$ cat config.mk
export PLATFORM = sky130hd
export DESIGN_NAME = count_sequencer
export DESIGN_NICKNAME = d
export VERILOG_FILES = /design/src/rtl/count_seq_pkg.sv /design/src/rtl/count_core.sv /design/src/rtl/count_sequencer.sv
export SDC_FILE = /design/constraint.sdc
export NUM_CORES = 1
export LEC_CHECK = 0
export ABC_AREA = 1
export CAP_MARGIN = 20
export CORE_ASPECT_RATIO = 0.6
export CORE_MARGIN = 2
export CORE_UTILIZATION = 50
export DETAILED_ROUTE_END_ITERATION = 8
export GPL_TIMING_DRIVEN = 0
export PLACE_DENSITY = 0.79
export SLEW_MARGIN = 5
export SYNTH_ARGS = -nofsm -noshare
export SYNTH_HDL_FRONTEND = slang
export SYNTH_SLANG_ARGS = --single-unit
export TNS_END_PERCENT = 30
$ cat constraint.sdc
create_clock -name clk -period 1.6 [get_ports clk]
set_input_delay 0.4 -clock clk [delete_from_list [all_inputs] [get_ports clk]]
set_output_delay 0.4 -clock clk [all_outputs]
set_load 0.02 [all_outputs]
$ cat src/rtl/count_seq_pkg.sv
// count_seq_pkg: shared types and default sizes for the count sequencer.
//   state_e          : controller state (IDLE, RUN, HOLD)
//   DEFAULT_WIDTH    : default counter / limit width in bits
//   DEFAULT_PERIOD_W : default width of the completed-period tally
package count_seq_pkg;

  typedef enum logic [1:0] {
    ST_IDLE = 2'd0,
    ST_RUN  = 2'd1,
    ST_HOLD = 2'd2
  } state_e;

  localparam int DEFAULT_WIDTH    = 4;
  localparam int DEFAULT_PERIOD_W = 8;

endpackage

$ cat src/rtl/count_core.sv
// count_core: synchronous WIDTH-bit up-counter.
//   clk   : rising-edge clock
//   reset : synchronous active-high reset, count -> 0
//   clear : load 0 on the next edge (overrides inc)
//   inc   : add 1 (modulo 2^WIDTH) on the next edge
//   count : current counter value (registered)
module count_core #(
  parameter int WIDTH = count_seq_pkg::DEFAULT_WIDTH
) (
  input  logic             clk,
  input  logic             reset,
  input  logic             clear,
  input  logic             inc,
  output logic [WIDTH-1:0] count
);

  logic [WIDTH-1:0] count_d;
  logic [WIDTH-1:0] count_q;

  always_comb begin
    count_d = count_q;
    if (clear) begin
      count_d = '0;
    end else if (inc) begin
      count_d = count_q + WIDTH'(1);
    end
  end

  always_ff @(posedge clk) begin
    if (reset) begin
      count_q <= '0;
    end else begin
      count_q <= count_d;
    end
  end

  assign count = count_q;

endmodule

$ cat src/rtl/count_sequencer.sv
// count_sequencer: sequences a WIDTH-bit up-counter through programmable runs.
//   clk, reset  : rising-edge clock, synchronous active-high reset
//   start       : begin a run (taken only while idle)
//   limit       : terminal count, latched on an accepted start
//   auto_reload : latched on an accepted start; restart at 0 after terminal
//   hold        : freeze the count while running
//   abort       : cancel the current run, count -> 0
//   count       : current counter value
//   busy        : high while a run is active (RUN or HOLD)
//   done        : one-cycle pulse per completed run
//   periods     : completed runs since the last accepted start (saturating)
//   dbg_state   : current controller state, for observation only
//
// Handshake: start is a command with no ready input of its own. It is
// accepted on a rising edge only when busy is low; while busy is high the
// block is not ready and start is dropped without effect. All outputs are
// registered.
module count_sequencer
  import count_seq_pkg::*;
#(
  parameter int WIDTH    = DEFAULT_WIDTH,
  parameter int PERIOD_W = DEFAULT_PERIOD_W
) (
  input  logic                clk,
  input  logic                reset,
  input  logic                start,
  input  logic [WIDTH-1:0]    limit,
  input  logic                auto_reload,
  input  logic                hold,
  input  logic                abort,
  output logic [WIDTH-1:0]    count,
  output logic                busy,
  output logic                done,
  output logic [PERIOD_W-1:0] periods,
  output state_e              dbg_state
);

  state_e              state_d, state_q;
  logic [WIDTH-1:0]    limit_d, limit_q;
  logic                reload_d, reload_q;
  logic [PERIOD_W-1:0] periods_d, periods_q;
  logic                done_d, done_q;
  logic                busy_d, busy_q;
  logic                core_clear;
  logic                core_inc;
  logic [WIDTH-1:0]    count_w;

  count_core #(.WIDTH(WIDTH)) u_core (
    .clk   (clk),
    .reset (reset),
    .clear (core_clear),
    .inc   (core_inc),
    .count (count_w)
  );

  always_comb begin
    state_d    = state_q;
    limit_d    = limit_q;
    reload_d   = reload_q;
    periods_d  = periods_q;
    done_d     = 1'b0;
    core_clear = 1'b0;
    core_inc   = 1'b0;

    case (state_q)
      ST_IDLE: begin
        if (start) begin
          core_clear = 1'b1;
          limit_d    = limit;
          reload_d   = auto_reload;
          if (limit != '0) begin
            state_d   = ST_RUN;
            periods_d = '0;
          end else begin
            // Zero-length run: completes immediately without leaving IDLE.
            done_d    = 1'b1;
            periods_d = PERIOD_W'(1);
          end
        end
      end
      ST_RUN: begin
        if (abort) begin
          core_clear = 1'b1;
          state_d    = ST_IDLE;
        end else if (hold) begin
          // Hold wins over terminal detection; count stays frozen.
          state_d = ST_HOLD;
        end else if (count_w == limit_q) begin
          done_d = 1'b1;
          if (periods_q != '1) begin
            periods_d = periods_q + PERIOD_W'(1);
          end
          if (reload_q) begin
            core_clear = 1'b1;
          end else begin
            // Count is left parked at the terminal value.
            state_d = ST_IDLE;
          end
        end else begin
          core_inc = 1'b1;
        end
      end
      ST_HOLD: begin
        if (abort) begin
          core_clear = 1'b1;
          state_d    = ST_IDLE;
        end else if (!hold) begin
          // Leaving HOLD costs one edge with no increment.
          state_d = ST_RUN;
        end
      end
      default: begin
        state_d = ST_IDLE;
      end
    endcase

    busy_d = (state_d != ST_IDLE);
  end

  always_ff @(posedge clk) begin
    if (reset) begin
      state_q   <= ST_IDLE;
      limit_q   <= '0;
      reload_q  <= 1'b0;
      periods_q <= '0;
      done_q    <= 1'b0;
      busy_q    <= 1'b0;
    end else begin
      state_q   <= state_d;
      limit_q   <= limit_d;
      reload_q  <= reload_d;
      periods_q <= periods_d;
      done_q    <= done_d;
      busy_q    <= busy_d;
    end
  end

  assign count     = count_w;
  assign busy      = busy_q;
  assign done      = done_q;
  assign periods   = periods_q;
  assign dbg_state = state_q;

endmodule

==> flow_summary.rst <==
.. list-table::
   :header-rows: 1

   * - Metric
     - Value
   * - Drt pass-1 iters
     - 4
   * - Clk root buf
     - sky130_fd_sc_hd__clkbuf_8
   * - DP Worst Slack
     - -0.250 ns
   * - Effective utilization at floorplan
     - between 50% and 60%
   * - Normalized max-slew margin
     - 68.1%
   * - Part of the cycle the worst path needs
     - between 90% and 100%
   * - Data required, critical path
     - 1.20 ns
   * - Detailed Route Iter0 Violations
     - about 180
   * - Net count after synthesis
     - roughly 200
   * - Global-route usage over all layers
     - roughly a fifth
   * - Cell Chain, Critical Path
     - clkdlybuf4s50_1
   * - Cell with the biggest individual delay on the critical path
     - sky130_fd_sc_hd__clkdlybuf4s50_1
   * - Total overflow reported by the global router
     - 0
   * - Die ar.
     - approximately 2800 sq um
   * - Status
     - finished clean
   * - Dominant combinational cell family by area after synthesis
     - simple AND/OR/NAND/NOR gates
   * - Y dimension of the die
     - approximately 42 um
   * - Clock buffer depth
     - 2
   * - Count of hold buffers inserted by post-cts repair
     - 0
   * - Residual DRC
     - 0
   * - DP Wirelength
     - ~2.3 mm
   * - Critical path endpoint category
     - output pin
   * - Final-report hold violation count
     - 0
   * - Minimum clock period after layout
     - about 1.6 ns
   * - Synthesized area
     - around 1200 sq um
   * - Flip-flop and latch count after synthesis
     - 21
   * - Clock latency on the worst-skew pair
     - 0.26 ns
   * - Clock transition at the registers of the reported paths
     - 0.07 ns
   * - # placed instances
     - 240
   * - Final standard cell count with taps included and fillers excluded
     - 248
   * - Antenna violations before repair
     - 0
   * - Detailed-route via count
     - 1351
   * - Utilization after layout
     - a little under three quarters
   * - Max FO, Critical Path
     - 1
   * - Leading cell type in the layout, fill and taps excluded
     - sky130_fd_sc_hd__nand2_1
   * - Number of placed I/O pins
     - 26
   * - Top delay family on crit path
     - buffers and inverters
   * - Final RePlAce weighted congestion
     - about 0.90
   * - Layout overhead on the synthesized area
     - 31.7%
   * - Routed wirelength normalized by instance count
     - around 13 um
   * - Global-route wire length before repair
     - roughly 4.5 mm
   * - Number of buffers inserted by port buffering
     - 25
   * - Endpoints failing setup
     - 0
   * - TritonCTS buffer count
     - 3
   * - Highest Clock Rate
     - approximately 640 MHz
   * - Area share of xor/xnor cells in the synthesized design
     - 2.17%
   * - Data arrival time of the worst path
     - ~1.2 ns
   * - Die outline width
     - between 60 and 70 um
   * - Hold Path Class
     - flop to flop
   * - Final layout net count
     - about 230
   * - Buffers plus inverters on the worst setup path
     - 1
   * - Launching element type of the critical path
     - flop
   * - Instance area at placement
     - about 1500 sq um
   * - Slack of the critical path
     - 0.0441 ns
   * - Synthesized-area fraction occupied by ao, oa, aoi and oai cells
     - 14.6%
   * - Remaining antenna violation count
     - 0
   * - Wire length reported by the detailed router
     - 3.11 mm
   * - Count of final max-slew check failures
     - 0
   * - H-tree levels
     - 1
   * - Clock Sinks
     - 21
   * - Ratio of cells with drive above 1 in the final layout
     - between 10% and 20%
   * - Transition time at the pin with the least slew margin
     - roughly 0.48 ns
   * - Cell leakage power
     - slightly below 0.7 nW
   * - Share of the yosys chip area belonging to registers
     - a little over a third
   * - Hold_ws
     - ~0.47 ns
   * - Placeable core region
     - between 2000 and 2500 sq um
   * - Rows
     - 13
   * - Multiplexer fraction of the synthesized cell area
     - 0%
   * - Area fraction in and, or, nand and nor cells after synthesis
     - around two fifths
   * - Maximum capacitance violations
     - 0
   * - Post-route total power
     - around 1.1 mW
   * - Non-Filler Cell Area, Final
     - about 1600 sq um
   * - Maximum clock skew at final layout
     - around 0.0056 ns
   * - Share of synthesized cell area in full adder, half adder and majority cells
     - 2.07%
   * - Critical path's largest stage delay
     - around 0.6 ns
   * - Syn Area/Cell
     - roughly 6.5 sq um
   * - Average vias per placed instance
     - 5.45
   * - Commonest cells after routing, fill and taps aside
     - sky130_fd_sc_hd__nand2_1, sky130_fd_sc_hd__nor2_1, sky130_fd_sc_hd__inv_1
   * - Synth Instances
     - 185
   * - Yosys warnings
     - 0
   * - Pin count of the biggest net entering global routing
     - 12
   * - P per Cell Area
     - 712 nW/um^2
   * - Clock tree from TritonCTS
     - done
   * - Type of the worst setup path
     - flop to output pin
   * - Count of cell types in the netlist
     - 25
   * - Max rail drop VDD
     - 0.540 mV
   * - Setup tns final
     - 0 ns
   * - Via count of the first global-routing pass
     - 1000
   * - Diode insertion count for antenna repair
     - 0
kinds of logic (layout without fill, tap and decap cells):
logic type,Yosys count,after routing
buf+inv,24,57
simple gates,103,103
fa+ha+maj,2,2
compound gates,32,32
flops,21,21
xor+xnor,3,3
metal layers:
metal	vias up	track usage, %	wire (um)
li1	671	-	-
met5	-	0	0
met4	0	5.71	27
met3	6	5.91	306
met2	58	26.3	1260
met1	616	34.7	1520
final cells by class:
type / instances / area (sq um)
timing repair buffer: 29 / 268
buffer: 1 / 3.75
multi-input combinational: 140 / 721
tap: 30 / 37.5
inverter: 23 / 88.8
sequential: 21 / 428
clock buffer: 4 / 45.0
fill: 180 / 637
where the power goes:
group,total [mW],internal [mW],switching [mW]
registers,0.563,0.545,0.0185
clock network,0.341,0.177,0.164
logic,0.228,0.0870,0.141
synth_stat cells:
cell | n | share of area (%)
sky130_fd_sc_hd__nand4_2 | 1 | 1.0
sky130_fd_sc_hd__a32oi_1 | 1 | 0.72
sky130_fd_sc_hd__ha_1 | 2 | 2.1
sky130_fd_sc_hd__inv_1 | 19 | 5.9
sky130_fd_sc_hd__nor3_4 | 1 | 1.3
sky130_fd_sc_hd__o21bai_1 | 2 | 1.2
sky130_fd_sc_hd__nand3_1 | 8 | 3.3
sky130_fd_sc_hd__nand3b_1 | 1 | 0.62
sky130_fd_sc_hd__o22a_2 | 1 | 0.83
sky130_fd_sc_hd__nand2_2 | 2 | 1.0
sky130_fd_sc_hd__nand2_1 | 51 | 16
sky130_fd_sc_hd__a21o_1 | 1 | 0.62
sky130_fd_sc_hd__nor2_1 | 25 | 7.8
sky130_fd_sc_hd__nor2_2 | 1 | 0.52
sky130_fd_sc_hd__nor2_4 | 1 | 0.93
sky130_fd_sc_hd__nand4_1 | 10 | 5.2
sky130_fd_sc_hd__nor3b_1 | 1 | 0.62
sky130_fd_sc_hd__xor2_1 | 3 | 2.2
sky130_fd_sc_hd__or2_0 | 1 | 0.52
sky130_fd_sc_hd__clkbuf_1 | 1 | 0.31
sky130_fd_sc_hd__a21oi_1 | 17 | 7.0
sky130_fd_sc_hd__o21ai_0 | 10 | 4.1
sky130_fd_sc_hd__inv_4 | 1 | 0.52
sky130_fd_sc_hd__inv_2 | 3 | 0.93
sky130_fd_sc_hd__dfxtp_1 | 21 | 35
repair_timing:
action | CTS | global route
endpoints found under the setup margin | 19 | 14
resized for setup | 15 | 14
buffers inserted | 0 | 4
pin swaps | 0 | 1
flip-flops by register name (all words and copies together), names as in the netlist:
| signal | flops |
|---|---|
| periods | 8 |
| limit_q | 4 |
| u_core.count | 4 |
| dbg_state | 2 |
| busy | 1 |
| done | 1 |
| reload_q | 1 |
path summary, 6_finish.rpt:
kind	end	cells past startpoint	slack, ns	start
hold reg to reg	limit_q[0]	2	0.47	limit_q[0]
setup / recovery	done	1	0.04	done
hold / removal	limit_q[0]	2	0.47	limit_q[0]
setup reg to reg	busy	9	0.11	u_core.count[2]
No activity file was read; power rests on OpenSTA's default activity.
==> RTL change 1: new RTL, same settings <==
Reset style: asynchronous (`reset`), changed in 2 clocked blocks. Comments in the files are not updated.
--- a/src/rtl/count_core.sv
+++ b/src/rtl/count_core.sv
@@ -26,7 +26,7 @@
     end
   end
 
-  always_ff @(posedge clk) begin
+  always_ff @(posedge clk or posedge reset) begin
     if (reset) begin
       count_q <= '0;
     end else begin
--- a/src/rtl/count_sequencer.sv
+++ b/src/rtl/count_sequencer.sv
@@ -117,7 +117,7 @@
     busy_d = (state_d != ST_IDLE);
   end
 
-  always_ff @(posedge clk) begin
+  always_ff @(posedge clk or posedge reset) begin
     if (reset) begin
       state_q   <= ST_IDLE;
       limit_q   <= '0;
Function: differs if reset is asserted again (counterexample within 4 cycles, from zero or initial values and one cycle with reset high); with reset held inactive, the same outputs for 10 cycles.
==> RTL change 1 against the original RTL <==
Cell area down 1.8%. Worst setup slack better by 0.0058 ns. Clock skew up 0.0025 ns. Global-route usage up 2.2 points. First-iteration DRC count down 56%. Critical endpoint is now periods[0]. Sequential share of layout area up 6.8 points. Routed wire length down 3.8%. Synthesized area up 1.3%. Sequential cell count unchanged. Core utilization down 1.8 points.
Power is not compared: it rests on default switching activity, and its combinational part moved more than twofold at a synthesized area within 25%.
==> RTL change 1: results (changes against the original RTL) <==
* CP delay by family, top: flip-flops
* Detailed placement HPWL at 2270 um (+0.54%)
* Fillcell total at 179 (-0.56%)
* Area of the multi-input gates at 583 sq um (-19%)
* DP Worst Slack at -0.340 ns (-0.0907 ns)
* Seq area share at 0.337 (+0.0682)
* Main synth FF type: dfrtp_1
* Clock skew at 0.00807 ns (+0.00248 ns)
* Area delta synth->final at 27.6%
* Register area share after synthesis at 0.429 (+0.0812)
* Slew headroom at 0.470 (-0.212)
* Peak per-stage delay on the critical path at 0.41 ns (-0.18 ns)
* NumNets Final at 210 (-9.1%)
* Vias in the first global route at 1064 (+6.4%)
* GRT Total Usage at 0.235 (+0.0221)
* Post-Synth Adder-Cell Area at 0.0204 (-0.000275)
* DRT Wirelength at 2990 um (-3.8%)
* Avg Cell Area, Syn at 7.38 sq um (+13%)
* FF+latch count at 21 (unchanged)
* DP Area at 1510 sq um (+1.1%)
* DR WL/cell at 13.2 um (+5.1%)
* Hold EP: limit_q[2]
* Critical path type: register to register
* Status: completed
* DRT met1 WL at 1370 um (-9.4%)
* Async set-reset flop share out of synthesis at 1.00 (+1.00)
* Net Count, Synth at 178 (-9.6%)
* Buffering overhead at 0.170 (-0.000862)
* Hold Startpoint: limit_q[2]
* Netlist cell types at 22 (-12%)
* Placed Cells at 221 (-7.9%)
* Worst EP arrival at 1.74 ns (+0.58 ns)
* Register area at 527 sq um (+23%)
* Final Cycle Share at 0.969 (-0.00361)
* Final hold slack at 0.519 ns (+0.0493 ns)
* Number of vias per cell at 5.09 (-6.6%)
* Bufs w/o clock at 29 (-3.3%)
* Number of multi-input logic gates at 116 (-17%)
* Fin util at 0.696 (-0.0180)
* PostCTS Resize Cnt at 18 (+3)
* Xor/xnor share of the synthesized area at 0.0358 (+0.0140)
* GP Congestion at 0.950 (+5.0%)
* Top cells by count, synth: nand2_1, inv_1, dfrtp_1
RTL change 1: cell types whose count changed after synthesis, sizes merged, moves of 6 or more:
cell,unedited run,this run
a21oi,17,1
dfrtp,0,21
nor2,27,17
nand4,11,5
nand3,8,14
dfxtp,21,0
RTL change 1: power by group through the flow:
| stage | Sequential, W | Combinational (W) | Clock (W) |
|---|---|---|---|
| floorplan | 0.000726 | 0.000343 | 0 |
| global placement | 0.000681 | 0.000566 | 0 |
| detailed placement | 0.000684 | 0.000595 | 0 |
| CTS | 0.000673 | 0.000572 | 0.000364 |
| global route | 0.000684 | 0.000664 | 0.000396 |
| finish | 0.000673 | 0.000600 | 0.000359 |
RTL change 1: per-layer routing:
| metal | track usage | up-vias |
|---|---|---|
| li1 | - | 577 |
| met1 | 0.330 | 524 |
| met2 | 0.345 | 47 |
| met3 | 0.0780 | 7 |
| met4 | 0.0680 | 0 |
| met5 | 0 | - |
==> RTL change 2: new RTL, same settings <==
Made on the original files. `DEFAULT_PERIOD_W`: 8 -> 7.
--- a/src/rtl/count_seq_pkg.sv
+++ b/src/rtl/count_seq_pkg.sv
@@ -11,7 +11,7 @@
   } state_e;
 
   localparam int DEFAULT_WIDTH    = 4;
-  localparam int DEFAULT_PERIOD_W = 8;
+  localparam int DEFAULT_PERIOD_W = 7;
 
 endpackage
 
Ports: changed (resized periods); port bits go from 26 to 25. The function was not compared with the original's and may differ.
==> RTL change 2 against the original RTL <==
Worst setup slack better by 0.069 ns. Fmax rose by 4.7%. Cell area fell by 10%. Power decreased by 6.5%. Synthesized area decreased by 6.6%. Sequential power decreased by 5.0%. Routed wire length down 15%. Via count is 17% lower. Sequential cell count shrank 1. Critical path type unchanged.
==> RTL change 2: results (changes against the original RTL) <==
* GR Util met1 at 0.291 (-0.0559)
* Bufs w/o clock at 25 (-17%)
* Met2 GRT Util at 0.380 (+0.117)
* Number of vias per cell at 5.10 (-6.3%)
* First-pass GRT wire length at 4420 um (-2.6%)
* Top cells by count, synth: nand2_1, dfxtp_1, inv_1
* Crit Reg-Reg Startpoint: periods[0]
* ClkCell Share at 0.0289 (+0.000595)
* CTS Sinks at 20 (-4.8%)
* Met3 usage at 0.0549 (-0.00419)
* Largest register FFs at 7 (-1)
* IO buf count at 23 (-8.0%)
* Reg2Reg Setup Slack at 0.15 ns (+0.04 ns)
* DRT Pass-1 Iters at 4 (unchanged)
* CP delay by family, top: flip-flops
* CP max-delay cell: dfxtp_1
* Main synth FF type: dfxtp_1
* LEAKAGE at 0.681 nW (+0.57%)
* Peak per-stage delay on the critical path at 0.46 ns (-0.13 ns)
* Vias in the first global route at 1027 (+2.7%)
* Netlist cell types at 26 (+4.0%)
* Hold EP: periods[6]
* Net Count, Synth at 177 (-10%)
* Final hold slack at 0.473 ns (+0.00380 ns)
* RR Endpoint: periods[5]
* GRT Total Usage at 0.224 (+0.0109)
* Worst IR Drop VDD at 0.539 mV (-0.17%)
* Non-clk invs at 25 (+8.7%)
* Slew @ Worst Pin at 0.466 ns (-0.0123 ns)
* Buffering overhead at 0.159 (-0.0112)
* Critical-path maximum fanout at 6 (+5)
* Total gr overflow at 0 (unchanged)
* Initial DRC count at 73 (-60%)
* Largest net degree at the start of global routing at 11 (-1)
* Top cells by area, synth: dfxtp_1, nand2_1, nand3_1
* GP Congestion at 0.851 (-5.9%)
* Number of multi-input logic gates at 118 (-16%)
* Clock skew at 0.00661 ns (+0.00102 ns)
* Fillcell total at 199 (+11%)
* WL met3 at 149 um (-51%)
* NumNets Final at 205 (-11%)
* Share of post-route cells with drive strength above 1 at 0.147 (+0.00898)
* Status: completed
* DRT met1 WL at 1320 um (-13%)
* Register area at 403 sq um (-5.8%)
* Hold Crit Depth at 2 (unchanged)
* Multi-input combinational area share at 0.434 (-0.0185)
* Hold Path Class: register to register
* Hold Startpoint: periods[6]
* FF-to-FF path depth at 9 (unchanged)
* Detailed placement HPWL at 2020 um (-10%)
* Root Driver: clkbuf_8
* DR WL/cell at 12.0 um (-4.4%)
* H-tree depth at 1 (unchanged)
* YS warnings at 0 (unchanged)
* Crit path launch: u_core.count[2]
* Register area share after synthesis at 0.355 (+0.00694)
* Met2 routed WL at 1150 um (-8.6%)
RTL change 2: cell types whose count changed in the layout (fill, tap and decap cells not counted), moves of 3 or more:
| cell | change |
|---|---|
| nand4_1 | -9 |
| nand2_1 | -8 |
| buf_4 | -4 |
| nor2_2 | -3 |
| dfxtp_2 | -4 |
| o21ai_0 | -3 |
| a21oi_1 | -5 |
| nor2_1 | -7 |
| dfxtp_1 | +3 |
| nand3_1 | +9 |
RTL change 2: worst max path at each step:
stage	to
global placement	periods[1]
global route	periods[5]
finish	count[2]
CTS	busy
floorplan	periods[5]
detailed placement	periods[1]
RTL change 2: logic make-up (layout without fill, tap and decap cells):
family,count (synthesis),after routing,synth area share
xor gates and xnor gates,4,4,0.0310
adders and majority gates,2,2,0.0222
buffers and inverters,27,53,0.0953
AOI/OAI and AO/OA,23,23,0.114
DFF,20,20,0.355
and+or+nand+nor,89,89,0.382
RTL change 2: report_power, final:
part           total [W]  leakage (nW)  internal (W)  switching, W
sequential      0.000535         0.164      0.000519     0.0000163
combinational   0.000201         0.495     0.0000751      0.000126
clock           0.000324        0.0216      0.000167      0.000156
total            0.00106         0.681      0.000761      0.000299
RTL change 2: metrics by stage:
step / instances / setup WS [ns] / cell area [sq um]
4_1_cts: 221 / 0.0312 / 1420
3_5_place_dp: 218 / -0.126 / 1400
6_report: 221 / 0.113 / 1430
5_1_grt: 221 / 0.00201 / 1430
3_3_place_gp: 218 / -0.0902 / 1400
2_1_floorplan: 165 / 0.155 / 1130
RTL change 2: timing repair:
item,CTS,global route
hold buffers,0,0
resized for setup,13,4
setup endpoints to repair,13,8
setup buffers,0,0
